File: src/rtl/matrix_loader.sv
`default_nettype none
// ============================================================================
// Module      : matrix_loader
// Description : Command/byte-stream front end that packs signed elements
//               row-major into the matrix ALU operand buses and sequences
//               the start/done handshake with a wait timeout.
// Revision    : 1.0 - initial release
// ============================================================================
module matrix_loader #(
    parameter int ELEM_W  = 8,
    parameter int MAX_DIM = 5,
    parameter int TIMEOUT = 1024
) (
    input  logic                                clk,
    input  logic                                rst,
    input  logic                                cmd_valid,
    input  logic [2:0]                          cmd_op,
    input  logic [1:0]                          cmd_size,
    input  logic [ELEM_W-1:0]                   cmd_scalar,
    input  logic [ELEM_W-1:0]                   in_data,
    input  logic                                in_valid,
    output logic                                in_ready,
    input  logic                                alu_done,
    output logic [2:0]                          op_code,
    output logic [1:0]                          matrix_size,
    output logic [ELEM_W-1:0]                   scalar,
    output logic [ELEM_W*MAX_DIM*MAX_DIM-1:0]   matrix_a,
    output logic [ELEM_W*MAX_DIM*MAX_DIM-1:0]   matrix_b,
    output logic                                alu_start,
    output logic                                busy,
    output logic                                cmd_err,
    output logic                                timeout
);

    localparam int CELLS  = MAX_DIM * MAX_DIM;
    localparam int BUS_W  = ELEM_W * CELLS;
    localparam int CNT_W  = $clog2(MAX_DIM);
    localparam int IDX_W  = $clog2(CELLS);
    localparam int WAIT_W = (TIMEOUT > 1) ? $clog2(TIMEOUT) : 1;

    localparam logic [2:0] c_st_idle   = 3'd0;
    localparam logic [2:0] c_st_load_a = 3'd1;
    localparam logic [2:0] c_st_load_b = 3'd2;
    localparam logic [2:0] c_st_start  = 3'd3;
    localparam logic [2:0] c_st_wait   = 3'd4;

    localparam logic [2:0] c_op_add     = 3'b000;
    localparam logic [2:0] c_op_sub     = 3'b001;
    localparam logic [2:0] c_op_mmul    = 3'b110;
    localparam logic [2:0] c_op_invalid = 3'b111;

    localparam logic [WAIT_W-1:0] c_wait_last = WAIT_W'(TIMEOUT - 1);

    logic [2:0]        r_state;
    logic [2:0]        w_next;
    logic [2:0]        r_op_code;
    logic [1:0]        r_size;
    logic [ELEM_W-1:0] r_scalar;
    logic [BUS_W-1:0]  r_matrix_a;
    logic [BUS_W-1:0]  r_matrix_b;
    logic [CNT_W-1:0]  r_row;
    logic [CNT_W-1:0]  r_col;
    logic [WAIT_W-1:0] r_wait_cnt;

    logic [CNT_W-1:0]  w_last;
    logic [IDX_W-1:0]  w_idx;
    logic              w_accept;
    logic              w_last_elem;
    logic              w_two_op;
    logic              w_cmd_ok;
    logic              w_wait_last;

    // Bus slot uses the fixed MAX_DIM stride, not the active dimension N.
    assign w_last      = CNT_W'(r_size) + CNT_W'(1);
    assign w_idx       = IDX_W'(r_row) * IDX_W'(MAX_DIM) + IDX_W'(r_col);
    assign w_accept    = in_valid && in_ready;
    assign w_last_elem = w_accept && (r_row == w_last) && (r_col == w_last);
    assign w_two_op    = (r_op_code == c_op_add) || (r_op_code == c_op_sub) ||
                         (r_op_code == c_op_mmul);
    assign w_cmd_ok    = cmd_valid && (cmd_op != c_op_invalid);
    assign w_wait_last = (r_wait_cnt == c_wait_last);

    assign op_code     = r_op_code;
    assign matrix_size = r_size;
    assign scalar      = r_scalar;
    assign matrix_a    = r_matrix_a;
    assign matrix_b    = r_matrix_b;

    always_ff @(posedge clk or posedge rst) begin
        if (rst) begin
            r_state <= c_st_idle;
        end else begin
            r_state <= w_next;
        end
    end

    always_comb begin
        w_next = r_state;
        case (r_state)
            c_st_idle:   if (w_cmd_ok) w_next = c_st_load_a;
            c_st_load_a: if (w_last_elem) w_next = w_two_op ? c_st_load_b : c_st_start;
            c_st_load_b: if (w_last_elem) w_next = c_st_start;
            c_st_start:  w_next = c_st_wait;
            c_st_wait:   if (alu_done || w_wait_last) w_next = c_st_idle;
            default:     w_next = c_st_idle;
        endcase
    end

    always_comb begin
        in_ready  = 1'b0;
        busy      = 1'b0;
        alu_start = 1'b0;
        cmd_err   = 1'b0;
        timeout   = 1'b0;
        case (r_state)
            c_st_idle:   cmd_err = cmd_valid && (cmd_op == c_op_invalid);
            c_st_load_a,
            c_st_load_b: begin
                in_ready = 1'b1;
                busy     = 1'b1;
            end
            c_st_start: begin
                alu_start = 1'b1;
                busy      = 1'b1;
            end
            c_st_wait: begin
                busy    = 1'b1;
                timeout = !alu_done && w_wait_last;
            end
            default: ;
        endcase
    end

    always_ff @(posedge clk or posedge rst) begin
        if (rst) begin
            r_op_code  <= '0;
            r_size     <= '0;
            r_scalar   <= '0;
            r_matrix_a <= '0;
            r_matrix_b <= '0;
            r_row      <= '0;
            r_col      <= '0;
            r_wait_cnt <= '0;
        end else begin
            case (r_state)
                c_st_idle: begin
                    if (w_cmd_ok) begin
                        r_op_code  <= cmd_op;
                        r_size     <= cmd_size;
                        r_scalar   <= cmd_scalar;
                        r_matrix_a <= '0;
                        r_matrix_b <= '0;
                        r_row      <= '0;
                        r_col      <= '0;
                    end
                end
                c_st_load_a,
                c_st_load_b: begin
                    if (w_accept) begin
                        for (int i = 0; i < CELLS; i++) begin
                            if (w_idx == IDX_W'(i)) begin
                                if (r_state == c_st_load_a) begin
                                    r_matrix_a[i*ELEM_W +: ELEM_W] <= in_data;
                                end else begin
                                    r_matrix_b[i*ELEM_W +: ELEM_W] <= in_data;
                                end
                            end
                        end
                        // Wrapping both counters on the last element leaves them at 0 for LOAD_B.
                        if (r_col == w_last) begin
                            r_col <= '0;
                            r_row <= (r_row == w_last) ? '0 : r_row + CNT_W'(1);
                        end else begin
                            r_col <= r_col + CNT_W'(1);
                        end
                    end
                end
                c_st_start: r_wait_cnt <= '0;
                c_st_wait: begin
                    if (!alu_done) r_wait_cnt <= r_wait_cnt + WAIT_W'(1);
                end
                default: ;
            endcase
        end
    end

endmodule
`default_nettype wire

File: config.mk
export PLATFORM = sky130hd
export DESIGN_NAME = matrix_loader
export DESIGN_NICKNAME = d
export VERILOG_FILES = /design/src/rtl/matrix_loader.sv
export SDC_FILE = /design/constraint.sdc
export NUM_CORES = 1
export LEC_CHECK = 0
export BUFFER_PORTS_ARGS = -buffer_cell sky130_fd_sc_hd__clkbuf_2
export CAP_MARGIN = 20
export CORE_MARGIN = 2
export CORE_UTILIZATION = 36
export CTS_CLUSTER_DIAMETER = 80
export DETAILED_ROUTE_END_ITERATION = 8
export GPL_TIMING_DRIVEN = 1
export HOLD_SLACK_MARGIN = 0.02
export PLACE_DENSITY = 0.71
export SLEW_MARGIN = 20
export SYNTH_ARGS = -nofsm -noshare
export SYNTH_HDL_FRONTEND = slang
export SYNTH_SLANG_ARGS = --single-unit
File: constraint.sdc
create_clock -name clk -period 12.1 [get_ports clk]
set_input_delay 1.21 -clock clk [delete_from_list [all_inputs] [get_ports clk]]
set_output_delay 1.21 -clock clk [all_outputs]
set_load 0.005 [all_outputs]
==> flow_summary.json, run 1 <==
{
  "synth-seq-cells": 432,
  "postCtsHoldBufs": 0,
  "ios": 444,
  "final_nets": 1943,
  "max_stage_delay_ns": 0.81,
  "clock-sinks": 432,
  "syn_to_final_growth_pct": 25.1,
  "setup_viol": 0,
  "max-vdd-ir-drop_mv": 0.173,
  "rr_worst_depth": 7,
  "synth_warnings": 0,
  "overflow": 0,
  "hold_end": "scalar[2]",
  "die_w_um": 226,
  "reg2reg_slack_ns": 8.17,
  "syn_area_um2": 17700,
  "crit_fanout": 8,
  "endpoint_kind": "flop",
  "worst_pin_slew_ns": 1.09,
  "htree_levels": 2,
  "grt_pass1_wl_um": 83700,
  "startpoint_type": "flop",
  "wirelength_um": 55700,
  "cts_buffers": 45,
  "crit_type": "reg2reg",
  "critical_path_arrival_ns": 4.38,
  "cpMostUsedCell": "ha_1",
  "synth-seq-area-share": 0.612,
  "reg2reg_to": "matrix_a[142]",
  "synth_nets": 1544,
  "holdCritPathClass": "reg2reg",
  "synth_cell_type_count": 55,
  "grt_max_degree": 190,
  "design_area_um2": 22100,
  "p_per_area_nw_per_um2": 248,
  "worst_slew_margin_rel": 0.268,
  "crit_path_top_delay_cell": "nor2b_1",
  "dr.pass1.iters": 5,
  "clock_skew_ns": 0.0105,
  "dieHeight_um": 226,
  "drt_iter0_markers": 1027,
  "core_area_um2": 48600,
  "worstHoldStart": "scalar[2]",
  "muxShareOfSynthArea": 0.144,
  "hold_viol_final": 0,
  "hold_path_depth": 2,
  "drive_gt1_frac": 0.361,
  "status": "completed",
  "mostFrequentLayoutCell": "clkbuf_2",
  "synth_top_family_by_area": "multiplexers",
  "avgViaCountPerCell": 5.24,
  "drc": 0,
  "clk_path_buf_depth": 3,
  "final_cell_mix": "clkbuf_2, dfrtp_1, nand2_1",
  "dp.final_hpwl_um": 37500,
  "grt_pass1_vias": 13700,
  "rsz0062_at_grt": "no",
  "synth-async-reset-ratio": 1.00,
  "period_share": 0.325,
  "synth_fa_ha_area_frac": 0.00963,
  "vias": 13400,
  "antenna_found_initial": 3,
  "maxCapViolCount": 0,
  "fin_tns_setup_ns": 0,
  "synth-edff-count": 0,
  "io_buffers": 443,
  "wire_per_inst_um": 21.8,
  "postCtsSetupBuffers": 0,
  "postRouteAntennaNets": 0,
  "dpl_cell_area_um2": 20400,
  "place.gp.congestion": 0.799,
  "dieArea_um2": 50900,
  "cts_resized": 0,
  "leakagePower_nw": 11.1,
  "finalMaxSlewViolations": 0,
  "cp.required_ns": 12.55,
  "synth_compound_area_frac": 0.0736,
  "clock_latency_ns": 0.57,
  "clk_pin_slew_ns": 0.07,
  "synth_top_flop_cell": "dfrtp_1",
  "start_util": 0.363,
  "grt_util_all_layers": 0.217,
  "synth.avg_cell_area_um2": 11.7,
  "synth_xor_area_frac": 0.00942,
  "fin_crit_ns": 3.93,
  "fmax_ghz": 0.254,
  "syn_inst": 1505,
  "whs_ns": 0.481,
  "yosys.area_share.simple": 0.124,
  "cts-root-buf": "clkbuf_16",
  "reg2reg_from": "r_row[1]",
  "cts_tree": "yes",
  "crit_chain": "ha_1 -> ha_1 -> nor2b_1 -> nor3b_2 -> nand3_1 -> o21ai_2 -> mux2_2",
  "rows": 81
}
metrics by stage:
stage	worst slack, ns	power [W]	utilization	std cells
finish	8.17	0.00548	0.454	2562
global route	7.99	0.00580	0.454	2562
global placement	7.89	0.00398	0.420	2475
floorplan	5.06	0.00313	-	1505
CTS	7.79	0.00549	0.451	2557
detailed placement	7.80	0.00405	0.420	2475
area by class of cell:
| cell class | count | area, um^2 |
|---|---|---|
| Clock inverter | 18 | 173 |
| Timing Repair Buffer | 467 | 2470 |
| Clock buffer | 64 | 1350 |
| Tap cell | 622 | 778 |
| Multi-Input combinational cell | 953 | 6500 |
| Antenna cell | 1 | 2.50 |
| Inverter | 5 | 22.5 |
| Fill cell | 4509 | 26500 |
| Sequential cell | 432 | 10800 |
state kept, by name, indices dropped and copies added (netlist names):
register and flops:
r_wait_cnt 10, r_col 3, scalar 8, matrix_a 200
r_state 3, matrix_b 200, r_row 3, matrix_size 2
op_code 3
worst max-delay path by stage:
stage | from | to | slack, ns
floorplan | rst | matrix_a[0] | 5.06
global placement | r_row[1] | matrix_a[136] | 7.89
detailed placement | r_row[1] | matrix_a[142] | 7.80
CTS | r_row[1] | matrix_a[142] | 7.79
global route | r_state[2] | timeout | 7.99
finish | r_row[1] | matrix_a[142] | 8.17
logic make-up after synthesis:
logic type / Yosys count
xor gates and xnor gates: 19
adders and majority gates: 13
buffers and inverters: 120
DFF: 432
muxes: 242
and+or+nand+nor: 455
AOI/OAI and AO/OA: 224
synthesized netlist by cell type, types with 7 or more instances:
cell | count | share of area
dfrtp_1 | 432 | 0.61
nand2_1 | 194 | 0.041
nand3_1 | 179 | 0.051
o21ai_0 | 168 | 0.048
mux2i_1 | 138 | 0.078
mux2_2 | 104 | 0.066
clkbuf_1 | 81 | 0.017
o2111ai_1 | 18 | 0.0089
buf_1 | 17 | 0.0036
nor2_1 | 17 | 0.0036
buf_2 | 16 | 0.0045
and2_1 | 12 | 0.0042
ha_1 | 12 | 0.0085
xor2_1 | 12 | 0.0059
o21ai_2 | 9 | 0.0045
a21oi_1 | 8 | 0.0023
and3_1 | 8 | 0.0028
xnor2_1 | 7 | 0.0035
per-layer routing:
metal,GRT usage,wire length [um],vias up
li1,-,-,6082
met1,0.281,23200,6729
met2,0.351,26600,513
met3,0.0567,4050,110
met4,0.0814,1860,2
met5,0,11,-
worst max-delay path: cells and delay by family (launching register included):
family,cells,cell delay (ns)
simple gates,3,1.85
fa+ha+maj,2,0.66
compound gates,1,0.47
flops,1,0.44
mux,1,0.39
power by group:
group,leakage (nW),internal [W],total (W),switching [W]
logic,4.55,0.000730,0.00190,0.00117
registers,5.78,0.00188,0.00216,0.000281
clock network,0.743,0.000825,0.00142,0.000592
total,11.1,0.00343,0.00548,0.00204
Power figures use the tool's default switching activity.
==> inputs of run 2 (changes only) <==
--- a/config.mk
+++ b/config.mk
@@ -5,6 +5,7 @@
 export SDC_FILE = /design/constraint.sdc
 export NUM_CORES = 1
 export LEC_CHECK = 0
+export ABC_AREA = 1
 export BUFFER_PORTS_ARGS = -buffer_cell sky130_fd_sc_hd__clkbuf_2
 export CAP_MARGIN = 20
 export CORE_MARGIN = 2
@@ -13,7 +14,7 @@
 export DETAILED_ROUTE_END_ITERATION = 8
 export GPL_TIMING_DRIVEN = 1
 export HOLD_SLACK_MARGIN = 0.02
-export PLACE_DENSITY = 0.71
+export PLACE_DENSITY = 0.69
 export SLEW_MARGIN = 20
 export SYNTH_ARGS = -nofsm -noshare
 export SYNTH_HDL_FRONTEND = slang
==> constraint.sdc (replaced) <==
create_clock -name clk -period 3.92 [get_ports clk]
set_input_delay 0.392 -clock clk [delete_from_list [all_inputs] [get_ports clk]]
set_output_delay 0.392 -clock clk [all_outputs]
set_load 0.005 [all_outputs]
==> run 2 against run 1 <==
  * Largest cell class unchanged
  * Cell area is 0.53% lower
  * Critical endpoint is now matrix_a[186]
  * Worst setup slack worse by 7.5 ns
  * Sequential cell count stayed put
  * Power grew to 3.7 times the previous value
  * Combinational power grew to 4.1 times the previous value
  * Largest power group is now combinational cells
  * Global-route usage is 0.18 points lower
  * Fmax is 19% higher
  * Non-clock buffer count is 3 higher
==> flow_summary.json, run 2 <==
{
  "status": "completed",
  "synth_area_leader_cell": "dfrtp_1",
  "crit_cells": 13,
  "fin_ws_ns": 0.623,
  "syn_inst": 1902,
  "cp.required_ns": 4.37,
  "clk_path_buf_depth": 3,
  "die_w_um": 225,
  "crit_type": "reg2reg",
  "fin_crit_ns": 3.30,
  "leakagePower_nw": 12.0,
  "post-route-util": 0.452,
  "max_stage_delay_ns": 0.49,
  "n_antenna_cell": 0,
  "period_share": 0.841,
  "maxCapViolCount": 0,
  "overflow": 0,
  "ios": 444,
  "nFillCells": 4676,
  "synth_most_common_cell": "nand2_1",
  "io_buffers": 443,
  "synth_warnings": 0,
  "drt_iter0_markers": 1086,
  "synth_top_area_frac": 0.612,
  "drc": 0,
  "synth_area_leaders": "dfrtp_1, nand2_1, o21ai_0",
  "cts_buffers": 47,
  "critical_path_arrival_ns": 3.75,
  "htree_levels": 2,
  "crit_family": "simple AND/OR/NAND/NOR gates",
  "setup_viol": 0,
  "grt_pass1_vias": 14100,
  "rsz0062_at_grt": "no",
  "finalMaxSlewViolations": 0,
  "dieArea_um2": 50800,
  "synth-seq-area-share": 0.612,
  "synth-edff-count": 0,
  "fmax_ghz": 0.303,
  "grt_max_degree": 134,
  "hold_path_depth": 3,
  "p_per_area_nw_per_um2": 910,
  "worst_slew_margin_rel": 0.269,
  "place.gp.congestion": 0.822,
  "antenna_found_initial": 2,
  "dieHeight_um": 225,
  "rr_worst_depth": 13,
  "final_cell_mix": "nand2_1, clkbuf_2, dfrtp_1",
  "crit_chain": "ha_1 -> ha_1 -> fa_1 -> inv_1 -> nand2_1 -> nand2_1 -> nand2_1 -> nor2_1 -> nand3_1 -> nand2_1 -> nand2_1 -> nand2_1 -> nand2_1",
  "worst_pin_slew_ns": 1.10,
  "start_util": 0.363,
  "clock_skew_ns": 0.0106,
  "core_area_um2": 48600,
  "postRouteAntennaNets": 0,
  "clock_latency_ns": 0.56,
  "synth_top_flop_cell": "dfrtp_1",
  "fin_tns_setup_ns": 0,
  "cpMostUsedCell": "nand2_1",
  "synth_cell_type_count": 34,
  "endpoint_kind": "flop",
  "cts_resized": 0,
  "hold_viol_final": 0,
  "dp.final_hpwl_um": 38700,
  "wire_per_inst_um": 18.6,
  "synth_common_cells": "nand2_1, dfrtp_1, o21ai_0, nand3_1, buf_2",
  "postCtsSetupBuffers": 0,
  "grt_util_all_layers": 0.216,
  "synth-async-reset-ratio": 1.00,
  "crit_fanout": 9,
  "holdCritPathClass": "in2reg",
  "clock-sinks": 432,
  "synth_nets": 1941,
  "grt_pass1_wl_um": 84400,
  "syn_to_final_growth_pct": 24.5,
  "wirelength_um": 55200,
  "mostFrequentLayoutCell": "nand2_1",
  "dr.pass1.iters": 6,
  "avgViaCountPerCell": 4.95,
  "cts_tree": "yes",
  "syn_area_um2": 17700,
  "startpoint_type": "flop",
  "critPathBufInv": 1,
  "synth.avg_cell_area_um2": 9.28,
  "final_nets": 2356,
  "power_w": 0.0200,
  "clk_pin_slew_ns": 0.06,
  "crit_path_top_delay_cell": "nor2_1",
  "cts-root-buf": "clkbuf_16",
  "whs_ns": 0.0586,
  "synth-seq-cells": 432,
  "drive_gt1_frac": 0.261,
  "pre_cts_slack_ns": 0.667,
  "rows": 81,
  "max-vdd-ir-drop_mv": 0.379,
  "vias": 14700
}
-- run 2: layout make-up --
cell class | instances | area (um^2) | share of cell area
multi-input combinational | 1325 | 6070 | 0.276
clock inverter | 17 | 213 | 0.00968
tap | 622 | 778 | 0.0354
inverter | 41 | 158 | 0.00717
clock buffer | 70 | 1450 | 0.0657
sequential | 432 | 10800 | 0.492
timing repair buffer | 470 | 2510 | 0.114
-- run 2: what timing repair did --
| item | 4_1_cts | 5_1_grt |
|---|---|---|
| endpoints found under the setup margin | 0 | 0 |
| hold buffers | 2 | 0 |
| endpoints found under the hold margin | 14 | 0 |
-- run 2: worst paths after layout --
check / to / startpoint / slack [ns]
setup / recovery: matrix_a[186] / r_row[0] / 0.62
hold / removal: op_code[0] / cmd_op[0] / 0.06
setup reg to reg: matrix_a[186] / r_row[0] / 0.62
hold reg to reg: matrix_a[147] / matrix_a[147] / 0.47
max in group asynchronous: matrix_b[99] / rst / 2.45
min in group asynchronous: matrix_a[140] / rst / 0.38
-- run 2: cell families after synthesis --
group | synth area share
xor+xnor | 0.00248
fa+ha+maj | 0.00964
flops | 0.612
compound gates | 0.0736
buf+inv | 0.0443
simple gates | 0.251
mux | 0.00702
-- run 2: routing by layer --
metal  part of all wire  GRT usage  up-vias
met5            0.00054          0        -
met4              0.025     0.0602        4
met3              0.073     0.0558       84
met2               0.47      0.346      511
met1               0.43      0.288     7134
li1                   -          -     7009
-- run 2: worst min-delay path, stage by stage --
cell      delay [ns]
clkbuf_2        0.08
nand2_1         0.05
o21ai_0         0.06
-- run 2: power breakdown --
group          switching, W  total (W)  leakage [nW]  internal, W
combinational       0.00512    0.00783          5.66      0.00271
clock               0.00182    0.00465         0.822      0.00282
sequential          0.00117    0.00752          5.54      0.00635
total               0.00812     0.0200          12.0       0.0119
-- run 2: per-stage QoR --
step | cell area [um^2] | instances
finish | 22000 | 2977
global route | 22000 | 2977
CTS | 22000 | 2977
detailed placement | 20300 | 2888
global placement | 20300 | 2888
floorplan | 17700 | 1902
==> inputs of run 3 (changes only) <==
==> constraint.sdc (replaced) <==
create_clock -name clk -period 3.4 [get_ports clk]
set_input_delay 0.34 -clock clk [delete_from_list [all_inputs] [get_ports clk]]
set_output_delay 0.34 -clock clk [all_outputs]
set_load 0.005 [all_outputs]
==> run 3 against run 2 <==
  * Power rose by 15%
  * Routed wire length rose by 2.1%
  * Core utilization rose by 0.26 points
  * First-iteration DRC count rose by 7.6%
  * Sequential cell count did not move
  * Cell area rose by 0.59%
  * Die area did not move
  * Global-route usage rose by 0.55 points
  * Via count rose by 2.5%
  * Largest power group unchanged
  * Critical path depth rose by 1
  * Fmax rose by 5.3%
==> flow_summary.json, run 3 (same netlist as run 2, synthesis figures left out) <==
{
  "mostFrequentLayoutCell": "nand2_1",
  "wirelength_um": 56400,
  "hold_path_depth": 4,
  "final_cell_mix": "nand2_1, clkbuf_2, dfrtp_1",
  "final_nets": 2383,
  "dp.final_hpwl_um": 39200,
  "ios": 444,
  "io_buffers": 443,
  "reg2reg_slack_ns": 0.27,
  "finalMaxSlewViolations": 0,
  "place.gp.congestion": 0.825,
  "crit_fanout": 9,
  "clock_latency_ns": 0.57,
  "grt_pass1_vias": 14800,
  "wire_per_inst_um": 18.8,
  "crit_path_top_delay_cell": "dfrtp_1",
  "critical_path_arrival_ns": 3.58,
  "clock_skew_ns": 0.0151,
  "cts_resized": 0,
  "rr_worst_depth": 14,
  "worst_slew_margin_rel": 0.311,
  "postCtsSetupBuffers": 0,
  "max_stage_delay_ns": 0.46,
  "post-route-util": 0.455,
  "postCtsHoldBufs": 14,
  "cts_buffers": 45,
  "crit_type": "reg2reg",
  "critPathBufInv": 2,
  "rows": 81,
  "dieHeight_um": 225,
  "dpl_cell_area_um2": 20500,
  "drt_iter0_markers": 1169,
  "endpoint": "matrix_a[63]",
  "die_w_um": 225,
  "rsz0062_at_grt": "no",
  "grt_max_degree": 117,
  "crit_chain": "ha_1 -> ha_1 -> fa_1 -> inv_1 -> nand2_1 -> nand2_1 -> nand2_1 -> nor2_1 -> buf_4 -> nand3_1 -> nand2_1 -> nand2_2 -> nand2_1 -> nand2_1",
  "fin_crit_ns": 3.13,
  "nFillCells": 4700,
  "timing.critical_path.from": "r_row[0]",
  "antenna_found_initial": 3,
  "crit_family": "simple AND/OR/NAND/NOR gates",
  "p_per_area_nw_per_um2": 1040,
  "worst_pin_slew_ns": 1.03,
  "grt_pass1_wl_um": 86700,
  "period_share": 0.921,
  "clk_path_buf_depth": 3,
  "reg2reg_to": "matrix_a[63]",
  "grt_util_all_layers": 0.221,
  "seq_area_um2": 10800,
  "core_area_um2": 48600,
  "reg2reg_from": "r_row[0]",
  "setup_viol": 0,
  "startpoint_type": "flop",
  "avgViaCountPerCell": 5.03,
  "fmax_ghz": 0.319,
  "cpMostUsedCell": "nand2_1",
  "max-vdd-ir-drop_mv": 0.472,
  "dieArea_um2": 50800,
  "drc": 0,
  "overflow": 0,
  "status": "completed",
  "cts_tree": "yes",
  "design_area_um2": 22100,
  "maxCapViolCount": 0,
  "endpoint_kind": "flop",
  "dp_cells": 2905,
  "crit_cells": 14,
  "postRouteAntennaNets": 0,
  "fin_ws_ns": 0.269,
  "dr.pass1.iters": 5,
  "clk_pin_slew_ns": 0.06,
  "hold_viol_final": 0,
  "cp.required_ns": 3.85,
  "leakagePower_nw": 12.1,
  "htree_levels": 2,
  "syn_to_final_growth_pct": 25.2,
  "fin_tns_setup_ns": 0,
  "start_util": 0.363,
  "vias": 15100,
  "clock-sinks": 432,
  "instances_no_fill": 3002,
  "pre_cts_slack_ns": 0.318,
  "cts-root-buf": "clkbuf_16",
  "holdCritPathClass": "in2reg",
  "multi_input_area_um2": 6060,
  "drive_gt1_frac": 0.261
}
[run 3: cell types whose count changed in the layout (fill, tap and decap cells not counted), moves of 2 or more]
cell and delta:
dlygate4sd3_1 +12, buf_4 +15, clkbuf_16 -2, clkbuf_1 +4
buf_12 +2, bufinv_16 -2
[run 3: area by class of cell]
cell class	count	area share
Timing Repair Buffer	499	0.126
Tap cell	622	0.0352
Sequential cell	432	0.489
Antenna cell	1	0.000113
Clock buffer	72	0.0638
Multi-Input combinational cell	1325	0.274
Clock inverter	10	0.00470
Inverter	41	0.00713
[run 3: worst min path at each step]
stage / startpoint / endpoint / slack (ns)
floorplan: cmd_size[0] / matrix_size[0] / 0.46
global placement: rst / matrix_a[140] / 0.38
detailed placement: rst / matrix_a[140] / 0.39
CTS: alu_done / r_state[2] / 0.06
global route: alu_done / r_state[2] / 0.12
finish: alu_done / r_state[2] / 0.11
[run 3: power breakdown]
part           internal [W]  total, W  switching (W)
clock               0.00299   0.00501        0.00202
combinational       0.00326   0.00922        0.00596
sequential          0.00732   0.00870        0.00138
[run 3: metal layers]
layer / wire (um) / GRT usage / vias to the layer above
met1: 24300 / 0.292 / 7357
li1: - / - / 7048
met5: 27 / 0 / -
met3: 4170 / 0.0581 / 112
met2: 26300 / 0.354 / 586
met4: 1570 / 0.0741 / 4
[run 3: through the flow]
| stage | hold WS (ns) | power, W |
|---|---|---|
| CTS | 0.0636 | 0.0231 |
| global route | 0.118 | 0.0247 |
| finish | 0.111 | 0.0229 |
| floorplan | 0.461 | 0.0136 |
| global placement | 0.375 | 0.0177 |
| detailed placement | 0.388 | 0.0180 |
[run 3: tightest hold or removal path: cells and delay by family]
kind,cells,cell delay [ns]
buffers and inverters,1,0.08
and+or+nand+nor,3,0.21
